### config.mk
export PLATFORM = sky130hd
export DESIGN_NAME = addsub_seq_ctrl_flat
export DESIGN_NICKNAME = d
export VERILOG_FILES = /design/src/rtl/addsub_seq_ctrl_if.sv /design/src/rtl/addsub_seq_ctrl.sv /design/src/flat_wrapper.sv
export SDC_FILE = /design/constraint.sdc
export NUM_CORES = 1
export LEC_CHECK = 0
export BUFFER_PORTS_ARGS = -buffer_cell sky130_fd_sc_hd__buf_4
export CORE_ASPECT_RATIO = 0.5
export CORE_MARGIN = 2
export CORE_UTILIZATION = 48
export DETAILED_ROUTE_END_ITERATION = 8
export PLACE_DENSITY_LB_ADDON = 0.12
export SYNTH_ARGS = -nofsm -noshare
export SYNTH_HDL_FRONTEND = slang
export SYNTH_SLANG_ARGS = --single-unit
export TNS_END_PERCENT = 10
### constraint.sdc
create_clock -name clk -period 1.85 [get_ports clk]
set_clock_uncertainty 0.2 [all_clocks]
set_input_delay 0.0925 -clock clk [delete_from_list [all_inputs] [get_ports clk]]
set_output_delay 0.0925 -clock clk [all_outputs]
set_load 0.01 [all_outputs]
### src/rtl/addsub_seq_ctrl_if.sv
// Request/response bundle for addsub_seq_ctrl: operands and opcode in, result, flags and status out.
interface addsub_seq_ctrl_if #(
  parameter int WIDTH = 16
);
  logic             start;
  logic             sub;
  logic [WIDTH-1:0] op_a;
  logic [WIDTH-1:0] op_b;
  logic [WIDTH-1:0] result;
  logic             carry_out;
  logic             overflow;
  logic             busy;
  logic             done;

  modport master (
    output start, sub, op_a, op_b,
    input  result, carry_out, overflow, busy, done
  );

  modport slave (
    input  start, sub, op_a, op_b,
    output result, carry_out, overflow, busy, done
  );
endinterface

### src/rtl/addsub_seq_ctrl.sv
// Multi-precision add/subtract sequencer sharing one external 4-bit adder, one nibble per cycle, LSB first.
// Optional signed saturation of an overflowed result is enabled by defining ADDSUB_SEQ_SAT_EN.
//
// state | meaning
// IDLE  | waiting for start; adder inputs held at 0
// RUN   | one nibble per edge through the shared adder, carry chained in cy_q
// DONE  | single cycle with done=1, busy=1; returns to IDLE unconditionally
module addsub_seq_ctrl #(
  parameter int WIDTH = 16
) (
  input  logic                 clk,
  input  logic                 rst_n,
  addsub_seq_ctrl_if.slave     bus,
  output logic [3:0]           fa_a,
  output logic [3:0]           fa_b,
  output logic                 fa_ci,
  input  logic [3:0]           fa_s,
  input  logic                 fa_co
);
  localparam int NIB = WIDTH / 4;
  localparam int CW  = (NIB > 1) ? $clog2(NIB) : 1;
  localparam logic [CW-1:0] K_LAST = CW'(NIB - 1);

  typedef enum logic [1:0] {
    IDLE = 2'd0,
    RUN  = 2'd1,
    DONE = 2'd2
  } state_t;

  state_t           state;
  logic [WIDTH-1:0] a_q;
  logic [WIDTH-1:0] b_q;
  logic             sub_q;
  logic [CW-1:0]    k;
  logic             cy_q;

  logic [CW+1:0]    base;
  logic             last;
  logic             ovf_raw;

  assign base = {k, 2'b00};
  assign last = (k == K_LAST);
  // Sign of the last sum nibble is the result sign; overflow iff operands agree in sign and the result does not.
  assign ovf_raw = (a_q[WIDTH-1] == (b_q[WIDTH-1] ^ sub_q)) && (fa_s[3] != a_q[WIDTH-1]);

  always_comb begin
    fa_a  = 4'd0;
    fa_b  = 4'd0;
    fa_ci = 1'b0;
    if (state == RUN) begin
      fa_a  = a_q[base +: 4];
      fa_b  = b_q[base +: 4] ^ {4{sub_q}};
      fa_ci = (k == '0) ? sub_q : cy_q;
    end
  end

  always_ff @(posedge clk or negedge rst_n) begin
    if (!rst_n) begin
      state         <= IDLE;
      a_q           <= '0;
      b_q           <= '0;
      sub_q         <= 1'b0;
      k             <= '0;
      cy_q          <= 1'b0;
      bus.result    <= '0;
      bus.carry_out <= 1'b0;
      bus.overflow  <= 1'b0;
      bus.busy      <= 1'b0;
      bus.done      <= 1'b0;
    end else begin
      bus.done <= 1'b0;
      case (state)
        IDLE: begin
          if (bus.start) begin
            a_q           <= bus.op_a;
            b_q           <= bus.op_b;
            sub_q         <= bus.sub;
            k             <= '0;
            cy_q          <= 1'b0;
            bus.result    <= '0;
            bus.carry_out <= 1'b0;
            bus.overflow  <= 1'b0;
            bus.busy      <= 1'b1;
            state         <= RUN;
          end
        end
        RUN: begin
          bus.result[base +: 4] <= fa_s;
          cy_q                  <= fa_co;
          k                     <= k + 1'b1;
          if (last) begin
            bus.carry_out <= fa_co;
            bus.overflow  <= ovf_raw;
            bus.done      <= 1'b1;
            state         <= DONE;
`ifdef ADDSUB_SEQ_SAT_EN
            if (ovf_raw) begin
              bus.result <= a_q[WIDTH-1] ? {1'b1, {(WIDTH-1){1'b0}}}
                                         : {1'b0, {(WIDTH-1){1'b1}}};
            end
`else
`endif
          end
        end
        DONE: begin
          bus.busy <= 1'b0;
          state    <= IDLE;
        end
        default: begin
          bus.busy <= 1'b0;
          state    <= IDLE;
        end
      endcase
    end
  end
endmodule
### src/flat_wrapper.sv
// flat-port wrapper written by rule: the top's interface ports become plain ports
module addsub_seq_ctrl_flat 
#(
  parameter int WIDTH = 16
)
  (clk, rst_n, fa_a, fa_b, fa_ci, fa_s, fa_co, bus_start, bus_sub, bus_op_a, bus_op_b, bus_result, bus_carry_out, bus_overflow, bus_busy, bus_done);
  addsub_seq_ctrl_if #(.WIDTH(WIDTH)) bus_i ();
  input  logic clk;
  input  logic rst_n;
  output logic [3:0] fa_a;
  output logic [3:0] fa_b;
  output logic fa_ci;
  input  logic [3:0] fa_s;
  input  logic fa_co;
  input wire logic [$bits(bus_i.start)-1:0] bus_start;
  input wire logic [$bits(bus_i.sub)-1:0] bus_sub;
  input wire logic [$bits(bus_i.op_a)-1:0] bus_op_a;
  input wire logic [$bits(bus_i.op_b)-1:0] bus_op_b;
  output wire logic [$bits(bus_i.result)-1:0] bus_result;
  output wire logic [$bits(bus_i.carry_out)-1:0] bus_carry_out;
  output wire logic [$bits(bus_i.overflow)-1:0] bus_overflow;
  output wire logic [$bits(bus_i.busy)-1:0] bus_busy;
  output wire logic [$bits(bus_i.done)-1:0] bus_done;
  assign bus_i.start = bus_start;
  assign bus_i.sub = bus_sub;
  assign bus_i.op_a = bus_op_a;
  assign bus_i.op_b = bus_op_b;
  assign bus_result = bus_i.result;
  assign bus_carry_out = bus_i.carry_out;
  assign bus_overflow = bus_i.overflow;
  assign bus_busy = bus_i.busy;
  assign bus_done = bus_i.done;
  addsub_seq_ctrl #(.WIDTH(WIDTH)) u_core (.clk(clk), .rst_n(rst_n), .bus(bus_i), .fa_a(fa_a), .fa_b(fa_b), .fa_ci(fa_ci), .fa_s(fa_s), .fa_co(fa_co));
endmodule
==> out/results.tsv <==
stage	metric	value	unit
power_and_ir_drop	Lkg Pwr	2.04	nW
sta	Worst-Margin Slew	0.718	ns
clock_tree	clock latency on the worst-skew pair	0.32	ns
global_route	largest net degree at the start of global routing	59	
global_route	vias in the first global route	2075	
sta	max-slew violation count	0	
finish	share of cells above drive strength 1	51.3	%
global_route	first-pass GRT wire length	10500	um
die	die width	113	um
synthesis	Yosys reg bits	58	
worst_setup_path	Worst setup EP type	output port	
clock_tree	CTS tree	built	
clock_tree	CTS max path bufs	2	
sta	TNS Setup	-2.46	ns
worst_setup_path	CP max FO	4	
power_and_ir_drop	total power	7.72	mW
sta	highest clock rate	472	MHz
worst_setup_path	Critical Path Start Type	register	
power_and_ir_drop	Net Sw Frac	30.3	%
power_and_ir_drop	NetSw	2.34	mW
sta	RSZ-0062 raised after global routing	yes	
placement	GP Congestion	0.820	
synthesis	Synth top cells by count	dfrtp_1, mux2_4, a22o_1	
status	status	complete, but fails checks	
synthesis	top cells by area, synth	dfrtp_1, mux2_4, mux4_2	
clock_tree	Clock Pin Slew Worst Setup and Hold Paths	0.05	ns
sta	fin crit share	114	%
job	number of max-cap violations	0	
status	failing checks	negative setup slack	
power_and_ir_drop	clock network power share	25.1	%
sta	Hold Slack	0.177	ns
sta	Fin. Hold Viols	0	
clock_tree	clock root buffer	clkbuf_16	
synthesis	Most used DFF post-synth	dfrtp_1	
route	Avg Vias per Cell	5.13	
die	Rows	19	
synthesis	EDFF count, synth	0	
synthesis	Seq/Total Area, Yosys	51.3	%
finish	Finished Cell Area	4280	um^2
placement	Post-DP HPWL	4180	um
finish	Post-Layout Cell Count	387	
synthesis	Netlist cell types	28	
finish	# diodes	0	
synthesis	mapped cell area	2830	um^2
power_and_ir_drop	Worst VDD drop	1020	uV
sta	Max-slew headroom	52.2	%
finish	# nets final	355	
clock_tree	TritonCTS Buffers	9	
worst_hold_path	Hold/Removal Path Class	primary input to async pin	
synthesis	most common cell in the netlist	dfrtp_1	
die	die area	6570	um^2
die	die span in y	58.3	um
global_route	total grt overflow	0	
finish	Layout area overhead	51.0	%
route	WL/cell	16.8	um
sta	post-layout min period	2.12	ns
placement	post-placement cell area	3460	um^2
synthesis	FFs w/ async S/R, synth	100	%
route	Detail Route Antenna Nets	0	
worst_setup_path	CP cell instances	buf_12 > mux4_2 > xnor2_2 > nor2_2 > buf_6	
synthesis	Mapped Nets	231	
placement	DP Cell Count	328	
sta	final setup vio count	23	
sta	Final WS setup	-0.267	ns
die	Boundary Pins	70	
clock_tree	Clock Sinks	58	
worst_setup_path	slowest stage delay, CP	0.53	ns
power_and_ir_drop	Power Dens Cells	1810	nW/um^2
power_and_ir_drop	Int Power	5.39	mW
power_and_ir_drop	Comb pwr share	46.3	%
power_and_ir_drop	Sequential Power Share	28.6	%
synthesis	yosys warns	0	
route	DRC Markers	0	
clock_tree	H-tree levels	3	
route	drt first pass iters	4	
synthesis	Synth top area share	51.3	%
worst_setup_path	Crit path arrival time	1.82	ns
synthesis	Avg Cell Area, Syn	15.3	um^2
placement	IO Port Bufs	69	
global_route	GRT Util Overall	21.1	%
global_route	initial antenna violation count	0	
route	drt total wl	6510	um
synthesis	cell taking the most area after synthesis	dfrtp_1	
worst_setup_path	CP max stage cell	mux4_2	
synthesis	Mapped Cells	185	
route	violation count after the first detailed-routing iteration	93	
die	Core Area	5590	um^2
worst_setup_path	Worst EP required	1.56	ns
route	DR vias	1985	
worst_setup_path	WS Path Type	register to output port	
die	Initial Utilization	50.7	%
[worst max-delay path: cells and delay by family, from the launching register on]
kind / cells / cell delay [ns]
AND/OR/NAND/NOR: 1 / 0.18
multiplexers: 1 / 0.53
flip-flops: 1 / 0.38
buffers and inverters: 2 / 0.25
XOR/XNOR: 1 / 0.17
[flip-flops by register name, summed over array words and instances, names as in the netlist, 2 cells and up]
signal,count
u_core.a_q,16
u_core.b_q,16
u_core.bus.result,16
u_core.k,2
u_core.state,2
[power groups by stage]
stage | Clock, mW | Combinational, mW | Sequential, mW
final | 1.94 | 3.57 | 2.21
after global routing | 2.02 | 3.83 | 2.27
after floorplan | 0 | 2.38 | 2.13
after global placement | 0 | 3.20 | 2.20
after CTS | 1.96 | 3.40 | 2.20
after detailed placement | 0 | 3.27 | 2.22
[metal layers]
| metal | global-route usage [%] | vias up | wire [um] |
|---|---|---|---|
| met2 | 35.1 | 60 | 3190 |
| met3 | 6.08 | 7 | 315 |
| met1 | 27.3 | 1003 | 2950 |
| met5 | 0 | - | 0 |
| met4 | 7.32 | 0 | 45 |
| li1 | - | 915 | - |
[per-stage QoR]
stage | worst slack, ns | utilization (%)
final | -0.267 | 76.6
after global routing | -0.317 | 76.6
after CTS | -0.238 | 75.6
after detailed placement | -0.0380 | 61.9
after global placement | 0.00483 | 61.9
after floorplan | -0.0465 | -
[area by class of cell]
class,count,area (um^2)
clock buffers,12,256
clock inverters,4,97.6
fillers,348,1310
inverters,4,18.8
multi-input cells,112,1300
flip-flops and latches,58,1450
well taps,73,91.3
repair buffers,124,1060
[timing repair]
item                       4_1_cts  5_1_grt
buffers inserted                 1        2
pin swaps                        1        8
setup endpoints to repair       17       20
hold buffers                    40        0
resized for setup                1       12
hold endpoints to repair       110        0
[path summary, 6_finish.rpt]
kind,end,start,cells past startpoint,slack (ns)
worst min register to register,u_core.cy_q$_DFFE_PN0P_,u_core.cy_q$_DFFE_PN0P_,2,0.29
worst min-delay path,u_core.bus.busy$_DFFE_PN0P_,rst_n,2,0.18
min in group clk,u_core.cy_q$_DFFE_PN0P_,u_core.cy_q$_DFFE_PN0P_,2,0.29
worst max-delay path,fa_b[0],u_core.k[0]$_DFFE_PN0P_,5,-0.27
worst max register to register,u_core.bus.result[13]$_DFFE_PN0P_,u_core.k[0]$_DFFE_PN0P_,7,-0.10
max in group asynchronous,u_core.k[0]$_DFFE_PN0P_,rst_n,2,0.76
[placed cells by master (no fill, tap or decap), types with 2 or more instances in the layout]
master         count
a21o_2             4
a22o_1            18
and2_1             2
and2_4             4
buf_12             2
buf_4             80
buf_6              2
bufinv_16          3
clkbuf_16          9
clkbuf_8           2
clkinvlp_4         2
dfrtp_1           57
dlygate4sd3_1     40
ha_2               2
ha_4               2
inv_1              3
mux2_2             3
mux2_4            30
mux2i_1            3
mux4_2             8
nand2_1            8
nand2b_1           4
nor2_1             5
xnor2_1            4
[cells by family (layout without fill, tap and decap cells)]
logic type      count (synthesis)  in the layout  synth area share, %
flops                          58             58                 51.3
xor+xnor                        5              5                 1.55
fa+ha+maj                       5              5                 2.21
compound gates                 26             26                 7.64
buf+inv                        15            144                 5.17
mux                            44             44                 24.5
simple gates                   32             32                 7.65
(Power assumes the default switching activity.)
